--- src/rtl/scanchain_prog_ctrl_if.sv ---
// Host-side configuration word stream: data/valid from the host, ready from the loader.
interface scanchain_prog_ctrl_if #(
   parameter int WORD_WIDTH = 32
);
   logic [WORD_WIDTH-1:0] cfg_data;
   logic                  cfg_valid;
   logic                  cfg_ready;

   modport master (
      output cfg_data,
      output cfg_valid,
      input  cfg_ready
   );

   modport slave (
      input  cfg_data,
      input  cfg_valid,
      output cfg_ready
   );
endinterface

--- src/rtl/scanchain_prog_ctrl.sv ---
// Bitstream loader for the CLB scan chain: accepts host words, shifts them MSB-first
// onto prog_din/prog_we and raises prog_done after exactly CHAIN_LENGTH bits.
module scanchain_prog_ctrl #(
   parameter int CHAIN_LENGTH = 1024,
   parameter int WORD_WIDTH   = 32
) (
   input  logic                              prog_clk,
   input  logic                              prog_rst,
   scanchain_prog_ctrl_if.slave              cfg,
   input  logic                              cfg_start,
   output logic                              cfg_busy,
   output logic [$clog2(CHAIN_LENGTH+1)-1:0] bit_count,
   output logic                              prog_din,
   output logic                              prog_we,
   output logic                              prog_done,
   input  logic                              prog_dout,
   input  logic                              prog_we_o
);

   localparam int BCW = $clog2(CHAIN_LENGTH + 1);
   localparam int SCW = $clog2(WORD_WIDTH + 1);
   localparam logic [BCW-1:0] LAST_BIT = BCW'(CHAIN_LENGTH);
   localparam logic [SCW-1:0] FULL_CNT = SCW'(WORD_WIDTH);

   typedef enum logic [1:0] {
      ST_IDLE  = 2'd0,
      ST_SHIFT = 2'd1,
      ST_DONE  = 2'd2
   } state_t;

   state_t                state_q, state_d;
   logic [WORD_WIDTH-1:0] sr_q, sr_d;
   logic [SCW-1:0]        sr_cnt_q, sr_cnt_d;
   logic [WORD_WIDTH-1:0] pend_q, pend_d;
   logic                  pend_full_q, pend_full_d;
   logic [BCW-1:0]        bit_count_q, bit_count_d;
   logic                  prog_din_q, prog_din_d;
   logic                  prog_we_q, prog_we_d;
   logic                  prog_done_q, prog_done_d;
   logic                  cfg_busy_q, cfg_busy_d;
   logic                  accept;
   logic                  sr_draining;
   logic                  unused_chain_inputs;

   // Readback path is reserved; the chain outputs are intentionally not consumed.
   assign unused_chain_inputs = prog_dout ^ prog_we_o;

   assign cfg.cfg_ready = (state_q == ST_SHIFT) && !pend_full_q;
   assign accept        = cfg.cfg_valid && cfg.cfg_ready;

   always_comb begin
      state_d     = state_q;
      sr_d        = sr_q;
      sr_cnt_d    = sr_cnt_q;
      pend_d      = pend_q;
      pend_full_d = pend_full_q;
      bit_count_d = bit_count_q;
      prog_din_d  = prog_din_q;
      prog_we_d   = 1'b0;
      prog_done_d = prog_done_q;
      cfg_busy_d  = cfg_busy_q;
      sr_draining = 1'b0;

      case (state_q)
         ST_IDLE, ST_DONE: begin
            prog_done_d = (state_q == ST_DONE);
            if (cfg_start) begin
               state_d     = ST_SHIFT;
               cfg_busy_d  = 1'b1;
               bit_count_d = '0;
               prog_done_d = 1'b0;
               sr_d        = '0;
               sr_cnt_d    = '0;
               pend_d      = '0;
               pend_full_d = 1'b0;
            end
         end

         ST_SHIFT: begin
            if (sr_cnt_q != '0) begin
               prog_din_d  = sr_q[WORD_WIDTH-1];
               prog_we_d   = 1'b1;
               sr_d        = sr_q << 1;
               sr_cnt_d    = sr_cnt_q - SCW'(1);
               bit_count_d = bit_count_q + BCW'(1);
            end

            // Refill on the same edge the last bit leaves so prog_we never bubbles.
            sr_draining = (sr_cnt_q <= SCW'(1));
            if (sr_draining && pend_full_q) begin
               sr_d        = pend_q;
               sr_cnt_d    = FULL_CNT;
               pend_full_d = 1'b0;
            end else if (accept) begin
               if (sr_draining) begin
                  sr_d     = cfg.cfg_data;
                  sr_cnt_d = FULL_CNT;
               end else begin
                  pend_d      = cfg.cfg_data;
                  pend_full_d = 1'b1;
               end
            end

            // Final chain bit: leftover buffered bits are dropped.
            if ((sr_cnt_q != '0) && (bit_count_d == LAST_BIT)) begin
               state_d     = ST_DONE;
               cfg_busy_d  = 1'b0;
               sr_d        = '0;
               sr_cnt_d    = '0;
               pend_d      = '0;
               pend_full_d = 1'b0;
            end
         end

         default: begin
            state_d    = ST_IDLE;
            cfg_busy_d = 1'b0;
         end
      endcase
   end

   always_ff @(posedge prog_clk or negedge prog_rst) begin
      if (!prog_rst) begin
         state_q     <= ST_IDLE;
         sr_q        <= '0;
         sr_cnt_q    <= '0;
         pend_q      <= '0;
         pend_full_q <= 1'b0;
         bit_count_q <= '0;
         prog_din_q  <= 1'b0;
         prog_we_q   <= 1'b0;
         prog_done_q <= 1'b0;
         cfg_busy_q  <= 1'b0;
      end else begin
         state_q     <= state_d;
         sr_q        <= sr_d;
         sr_cnt_q    <= sr_cnt_d;
         pend_q      <= pend_d;
         pend_full_q <= pend_full_d;
         bit_count_q <= bit_count_d;
         prog_din_q  <= prog_din_d;
         prog_we_q   <= prog_we_d;
         prog_done_q <= prog_done_d;
         cfg_busy_q  <= cfg_busy_d;
      end
   end

   assign cfg_busy  = cfg_busy_q;
   assign bit_count = bit_count_q;
   assign prog_din  = prog_din_q;
   assign prog_we   = prog_we_q;
   assign prog_done = prog_done_q;

endmodule
--- src/flat_wrapper.sv ---
// flat-port wrapper written by rule: the top's interface ports become plain ports
module scanchain_prog_ctrl_flat 
#(
   parameter int CHAIN_LENGTH = 1024,
   parameter int WORD_WIDTH   = 32
)
  (prog_clk, prog_rst, cfg_start, cfg_busy, bit_count, prog_din, prog_we, prog_done, prog_dout, prog_we_o, cfg_cfg_data, cfg_cfg_valid, cfg_cfg_ready);
  scanchain_prog_ctrl_if #(.WORD_WIDTH(WORD_WIDTH)) cfg_i ();
  input  logic prog_clk;
  input  logic prog_rst;
  input  logic cfg_start;
  output logic cfg_busy;
  output logic [$clog2(CHAIN_LENGTH+1)-1:0] bit_count;
  output logic prog_din;
  output logic prog_we;
  output logic prog_done;
  input  logic prog_dout;
  input  logic prog_we_o;
  input wire logic [$bits(cfg_i.cfg_data)-1:0] cfg_cfg_data;
  input wire logic [$bits(cfg_i.cfg_valid)-1:0] cfg_cfg_valid;
  output wire logic [$bits(cfg_i.cfg_ready)-1:0] cfg_cfg_ready;
  assign cfg_i.cfg_data = cfg_cfg_data;
  assign cfg_i.cfg_valid = cfg_cfg_valid;
  assign cfg_cfg_ready = cfg_i.cfg_ready;
  scanchain_prog_ctrl #(.CHAIN_LENGTH(CHAIN_LENGTH), .WORD_WIDTH(WORD_WIDTH)) u_core (.prog_clk(prog_clk), .prog_rst(prog_rst), .cfg(cfg_i), .cfg_start(cfg_start), .cfg_busy(cfg_busy), .bit_count(bit_count), .prog_din(prog_din), .prog_we(prog_we), .prog_done(prog_done), .prog_dout(prog_dout), .prog_we_o(prog_we_o));
endmodule
--- config.mk ---
export PLATFORM = sky130hd
export DESIGN_NAME = scanchain_prog_ctrl_flat
export DESIGN_NICKNAME = d
export VERILOG_FILES = /design/src/rtl/scanchain_prog_ctrl_if.sv /design/src/rtl/scanchain_prog_ctrl.sv /design/src/flat_wrapper.sv
export SDC_FILE = /design/constraint.sdc
export NUM_CORES = 1
export LEC_CHECK = 0
export CORE_ASPECT_RATIO = 1.25
export CORE_MARGIN = 2
export CORE_UTILIZATION = 51
export DETAILED_ROUTE_END_ITERATION = 6
export DONT_BUFFER_PORTS = 1
export PLACE_DENSITY_LB_ADDON = 0.05
export SETUP_SLACK_MARGIN = 0.05
export SYNTH_ARGS = -nofsm -noshare
export SYNTH_HDL_FRONTEND = slang
export SYNTH_SLANG_ARGS = --single-unit
--- constraint.sdc ---
create_clock -name prog_clk -period 2.4 [get_ports prog_clk]
set_input_delay 0.12 -clock prog_clk [delete_from_list [all_inputs] [get_ports prog_clk]]
set_output_delay 0.12 -clock prog_clk [all_outputs]
set_load 0.01 [all_outputs]
# Word-level counts from Yosys, hierarchy flattened
# Cells that the tools add are included.
classes:
  n_addsub: 2
  order_cmp: 1
  n_eq_ne: 10
  n_mux: 38
  reduce_logical: 14
ops:
  columns: ["cell", "n"]
  rows:
  - ["2-to-1 mux 32 bit", 10]
  - ["one-hot mux 32 bit (2 select lines)", 2]
  - ["2-to-1 mux 6 bit", 6]
  - ["2-to-1 mux 11 bit", 3]
  - ["one-hot mux 11 bit (2 select lines)", 1]
  - ["one-hot mux 6 bit (2 select lines)", 1]
  - ["adder 11 x 1 -> 11 bit (second input constant)", 1]
  - ["== test 11 bit (second input constant)", 1]
  - ["2-to-1 mux 1 bit", 10]
  - ["<= comparator 6 x 1 -> 1 bit (second input constant)", 1]
  - ["inequality test 3 bit (second input constant)", 2]
  - ["AND reduction 2 bit", 3]
  - ["nonzero test 6 bit", 1]
  - ["subtractor 6 x 1 -> 6 bit (second input constant)", 1]
  - ["AND reduction 5 bit", 1]
  - ["logical AND 1 bit", 4]
  - ["2-to-1 mux 2 bit", 2]
  - ["inequality test 2 bit (second input constant)", 2]
  - ["inequality test 4 x 3 -> 1 bit (second input constant)", 1]
  - ["inequality test 4 bit (second input constant)", 1]
  - ["one-hot mux 1 bit (2 select lines)", 2]
  - ["one-hot mux 2 bit (2 select lines)", 1]
  - ["AND reduction 4 bit", 1]
  - ["inequality test 3 x 2 -> 1 bit (second input constant)", 1]
  - ["other kinds (6)", 6]
totals:
  reg_bits: 88
  in_bits: 38
  word_cells: 75

# Logic depth before layout (Yosys ltp)
logic_depth:
  word_depth: 7
  depth_mapped: 11
  ltp_nobuf: 7

# Worst setup path after synthesis
# No wires, ideal clock.
synth_path:
  kind: "reg2reg"
  from: "register u_core.bit_count_q[0], in the netlist u_core.bit_count[0]"
  to: "register u_core.pend_q[10]"
  setup_ns: 0.121
  t_arrival_ns: 2.419
  required_time_ns: 2.279
  slack_ns: -0.140
  stages_incl_launch_ff: 12
  path_buffers: 4
  period_less_slack_ns: 2.540
  cell_sequence: "dfrtp_1 ha_1 clkbuf_1 xor2_1 a2111oi_0 o211a_1 o2111ai_1 buf_2 nor2b_1 buf_6 buf_6 a22o_1"
synth_via:
  elab_chain_len: 7
  elab_cells_between_ends: 11
  classes_between: "add/sub: 1; eq/ne: 4; mux: 4; reduce/logical: 2"
synth_rtl:
  columns: ["element", "line_no", "source"]
  rows:
  - ["from (decl)", "scanchain_prog_ctrl.sv:36", "logic [BCW-1:0] bit_count_q, bit_count_d;"]
  - ["from (signal assigned)", "scanchain_prog_ctrl.sv:140", "bit_count_q <= bit_count_d;"]
  - ["adder 11 x 1 -> 11 bit", "scanchain_prog_ctrl.sv:85", "bit_count_d = bit_count_q + BCW'(1);"]
  - ["2-to-1 mux 11 bit *", "scanchain_prog_ctrl.sv:80", "if (sr_cnt_q != '0) begin"]
  - ["2-to-1 mux 11 bit *", "scanchain_prog_ctrl.sv:64", "case (state_q)"]
  - ["== test 11 bit *", "scanchain_prog_ctrl.sv:105", "if ((sr_cnt_q != '0) && (bit_count_d == LAST_BIT)) begin"]
  - ["logical AND 1 bit *", "scanchain_prog_ctrl.sv:105", null]
  - ["inequality test 3 x 2 -> 1 bit (no line) (tied with other cells)", null, null]
  - ["AND reduction 5 bit (no line) / one-hot mux 32 bit (2 select lines) (equally long branches)", null, null]
  - ["to (signal assigned)", "scanchain_prog_ctrl.sv:138", "pend_q <= pend_d;"]
  - ["to (decl)", "scanchain_prog_ctrl.sv:34", "logic [WORD_WIDTH-1:0] pend_q, pend_d;"]
# Mark *: on every way between the ends. The rest lies on a longest branch, timed or not. The select of a mux whose other input is x is not followed.
# A chain may end at the register's enable or synchronous reset.

# Worst setup path in the final report
layout_path:
  from: "register u_core.sr_cnt_q[0]"
  to: "register u_core.pend_q[9]"
layout_via:
  elab_chain_len: 7
  elab_cells_between_ends: 13
  classes_between: "order compare: 1; eq/ne: 4; mux: 4; reduce/logical: 4"
layout_rtl:
  columns: ["element", "line_no", "source"]
  rows:
  - ["from (decl)", "scanchain_prog_ctrl.sv:33", "logic [SCW-1:0] sr_cnt_q, sr_cnt_d;"]
  - ["from (signal assigned)", "scanchain_prog_ctrl.sv:137", "sr_cnt_q <= sr_cnt_d;"]
  - ["nonzero test 6 bit", "scanchain_prog_ctrl.sv:80, scanchain_prog_ctrl.sv:105", null]
  - ["2-to-1 mux 11 bit", "scanchain_prog_ctrl.sv:80", null]
  - ["2-to-1 mux 11 bit", "scanchain_prog_ctrl.sv:64", null]
  - ["== test 11 bit", "scanchain_prog_ctrl.sv:105", null]
  - ["logical AND 1 bit", "scanchain_prog_ctrl.sv:105", null]
  - ["inequality test 3 x 2 -> 1 bit (no line) (tied with other cells)", null, null]
  - ["AND reduction 5 bit (no line) / one-hot mux 32 bit (2 select lines) (equally long branches)", null, null]
# Parallel ways exist; a longest one is shown, timed or not. The select of a mux whose other input is x is not followed.

==> results.json <==
{
  "tns_ns": -0.1579,
  "area_growth_pct": 27.60,
  "ant_nets": 0,
  "yosysWarnings": 0,
  "drv_slew": 0,
  "cp.arrival_ns": 2.67,
  "drt-wirelength-per-cell_um": 19.71,
  "synthCells": 527,
  "fin_cells": 713,
  "period_needed_ns": 2.423,
  "num_antenna_cells": 0,
  "crit_path_start_kind": "register",
  "drv_cap": 0,
  "status": "finished, violations left",
  "cts_tree": "built",
  "core_area_um2": 8701,
  "violations": "setup timing",
  "clkLatencyLatePin_ns": 0.37,
  "fin_area_um2": 5859,
  "dp_hpwl_um": 7353,
  "htreeDepth": 3,
  "maxSlewHeadroom_pct": 52.91,
  "clock.fmax_mhz": 412.8,
  "clk_pin_slew_worst_paths_ns": 0.09,
  "drt_first_iter_violations": 297,
  "p_leak_nw": 2.484,
  "worst_pin_slew_ns": 0.7049,
  "worstSetupPathType": "register to register",
  "hold_viol": 0,
  "drc": 0,
  "grt_pass1_vias": 4200,
  "grt_start_max_net_pins": 89,
  "power_density_nw_per_um2": 1179,
  "fin_util_pct": 67.34,
  "layout-drive-gt1-share_pct": 15.35,
  "start_util_pct": 52.78,
  "synth_area_um2": 4592,
  "cts_num_sinks": 88,
  "clk_path_buf_depth": 2,
  "firstDrtPassIters": 5,
  "dp.cells": 645,
  "globalRouteTotalUtil_pct": 27.47,
  "grt_overflow": 0,
  "grt_pass1_wl_um": 20690,
  "die_h_um": 110.1,
  "gp_congestion": 0.8857,
  "die_w_um": 88.87,
  "antenna_found_initial": 0,
  "syn_nets": 568,
  "rows": 38,
  "crit_path_end_kind": "register",
  "crit_path_max_fanout": 8,
  "fin_crit_sh_pct": 100.9,
  "ir_worst_vdd_uv": 697.5,
  "yosysUniqueCellTypes": 42,
  "setup_violations": 13,
  "required_ns": 2.65,
  "nets": 629,
  "finalClockSkew_ns": 0.01153,
  "dp_slack_ns": -0.1676,
  "io_pins": 54,
  "synth_seq_cells": 88,
  "timing.final.ws_setup_ns": -0.02267,
  "cts_root_buf": "clkbuf_8",
  "numCtsBuffers": 9,
  "worst_hold_slack_ns": 0.05217,
  "p_total_mw": 6.907,
  "vias_per_cell": 6.128,
  "avgSynthCellArea_um2": 8.713,
  "ys_seq_area_share_pct": 47.96,
  "rsz0062_at_grt": "true",
  "die-area_um2": 9784,
  "vias": 4369,
  "drt_wl_total_um": 14050,
  "hold_class": "input pin to register",
  "portBuffers": 0,
  "place_area_um2": 4961
}
[final timing paths]
kind	startpoint	end	slack, ns	cells past startpoint
worst max-delay path	u_core.sr_cnt_q[0]$_DFFE_PN0P_	u_core.pend_q[9]$_DFFE_PN0P_	-0.02	10
worst min-delay path	cfg_cfg_valid	u_core.sr_q[0]$_DFFE_PN0P_	0.05	4
worst max register to register	u_core.sr_cnt_q[0]$_DFFE_PN0P_	u_core.pend_q[9]$_DFFE_PN0P_	-0.02	10
worst min register to register	u_core.pend_q[12]$_DFFE_PN0P_	u_core.pend_q[12]$_DFFE_PN0P_	0.51	1
max in group asynchronous	prog_rst	u_core.bit_count[0]$_DFFE_PN0P_	1.68	2
min in group asynchronous	prog_rst	u_core.bit_count[8]$_DFFE_PN0P_	0.29	2
[cell type report]
class                           count  area, um2
Clock buffer                       11      131.4
Clock inverter                      5      57.56
Fill cell                         726       2841
Inverter                           10      37.54
Multi-Input combinational cell    389       2333
Sequential cell                    88       2203
Tap cell                          120      150.1
Timing Repair Buffer               90      945.9
[logic make-up after synthesis]
family	after synthesis	synth area share, %
simple gates	194	17.87
compound gates	182	26.95
flops	88	47.96
buf+inv	54	5.232
xor+xnor	5	0.9536
fa+ha+maj	3	0.8175
mux	1	0.2180
[where the power goes]
part	switching, mW	internal, mW
Sequential	0.447	2.09
Combinational	1.77	1.56
Clock	0.554	0.481
[registers in the layout, indices dropped and copies added (netlist names)]
register,flops
u_core.bit_count,11
u_core.cfg_busy,1
u_core.pend_full_q,1
u_core.pend_q,32
u_core.prog_din,1
u_core.prog_done,1
u_core.prog_we,1
u_core.sr_cnt_q,6
u_core.sr_q,32
u_core.state_q,2
[critical path: stages (launching register included)]
cell and delay, ns:
dfrtp_1 0.39, inv_2 0.07, ha_4 0.16, buf_4 0.14
a2111o_1 0.40, mux2i_2 0.24, o2111ai_4 0.19, buf_4 0.19
nor2b_4 0.14, clkbuf_16 0.18, a22o_1 0.20
[what timing repair did]
item	in CTS	in global routing
pin swaps	1	2
setup buffers	2	6
gates cloned	1	8
endpoints found under the setup margin	66	73
hold buffers	35	0
hold endpoints to repair	123	0
resized for setup	3	19
[cells in the mapped netlist]
cell	number	area (um2)
a21o_1	1	7.510
nor2_1	37	138.9
dfrtp_1	88	2202
ha_1	3	37.54
o41ai_1	3	26.28
nand2_1	124	465.5
o22ai_1	4	25.02
nor3_1	2	10.01
or2_2	1	6.260
a2111o_1	1	11.26
o211a_1	2	20.02
buf_2	6	30.03
mux2i_1	1	10.01
a311oi_1	32	280.3
clkbuf_1	34	127.6
o31ai_1	4	30.03
xnor2_1	4	35.03
a31oi_1	5	31.28
and4_1	1	8.760
o21bai_1	1	7.510
or3_1	1	6.260
o21ai_0	48	240.2
o2111ai_1	2	17.52
nand3_1	10	50.05
nor4bb_1	1	10.01
xor2_1	1	8.760
nor4_4	1	21.27
buf_6	4	45.04
nor3b_1	2	15.01
o21a_1	2	15.01
a2111oi_0	1	8.760
o311ai_0	1	8.760
a211oi_1	2	15.01
nand2b_1	3	18.77
inv_1	10	37.54
nand3b_1	1	7.510
nand4_1	3	18.77
nor2b_1	3	18.77
a221oi_1	1	8.760
and2_1	4	25.02
a22o_1	33	289.0
a21oi_1	39	195.2
[layer usage]
layer	global-route usage (%)	vias up	part of all wire, %
met4	11.90	0	2.3
met3	4.021	22	6.7
met1	35.36	2155	39
met2	45.79	165	52
li1	-	2027	-
met5	0	-	0
[cells in the final DEF (no fill, tap or decap), types with 9 or more instances in the layout]
cell type	count
inv_1	9
buf_4	42
nand2_1	123
clkbuf_8	9
a21oi_1	39
nand3_1	10
dfrtp_1	87
nor2_1	37
a311oi_1	31
dlygate4sd3_1	34
o21ai_0	47
a22o_1	33
(Power assumes the default switching activity.)
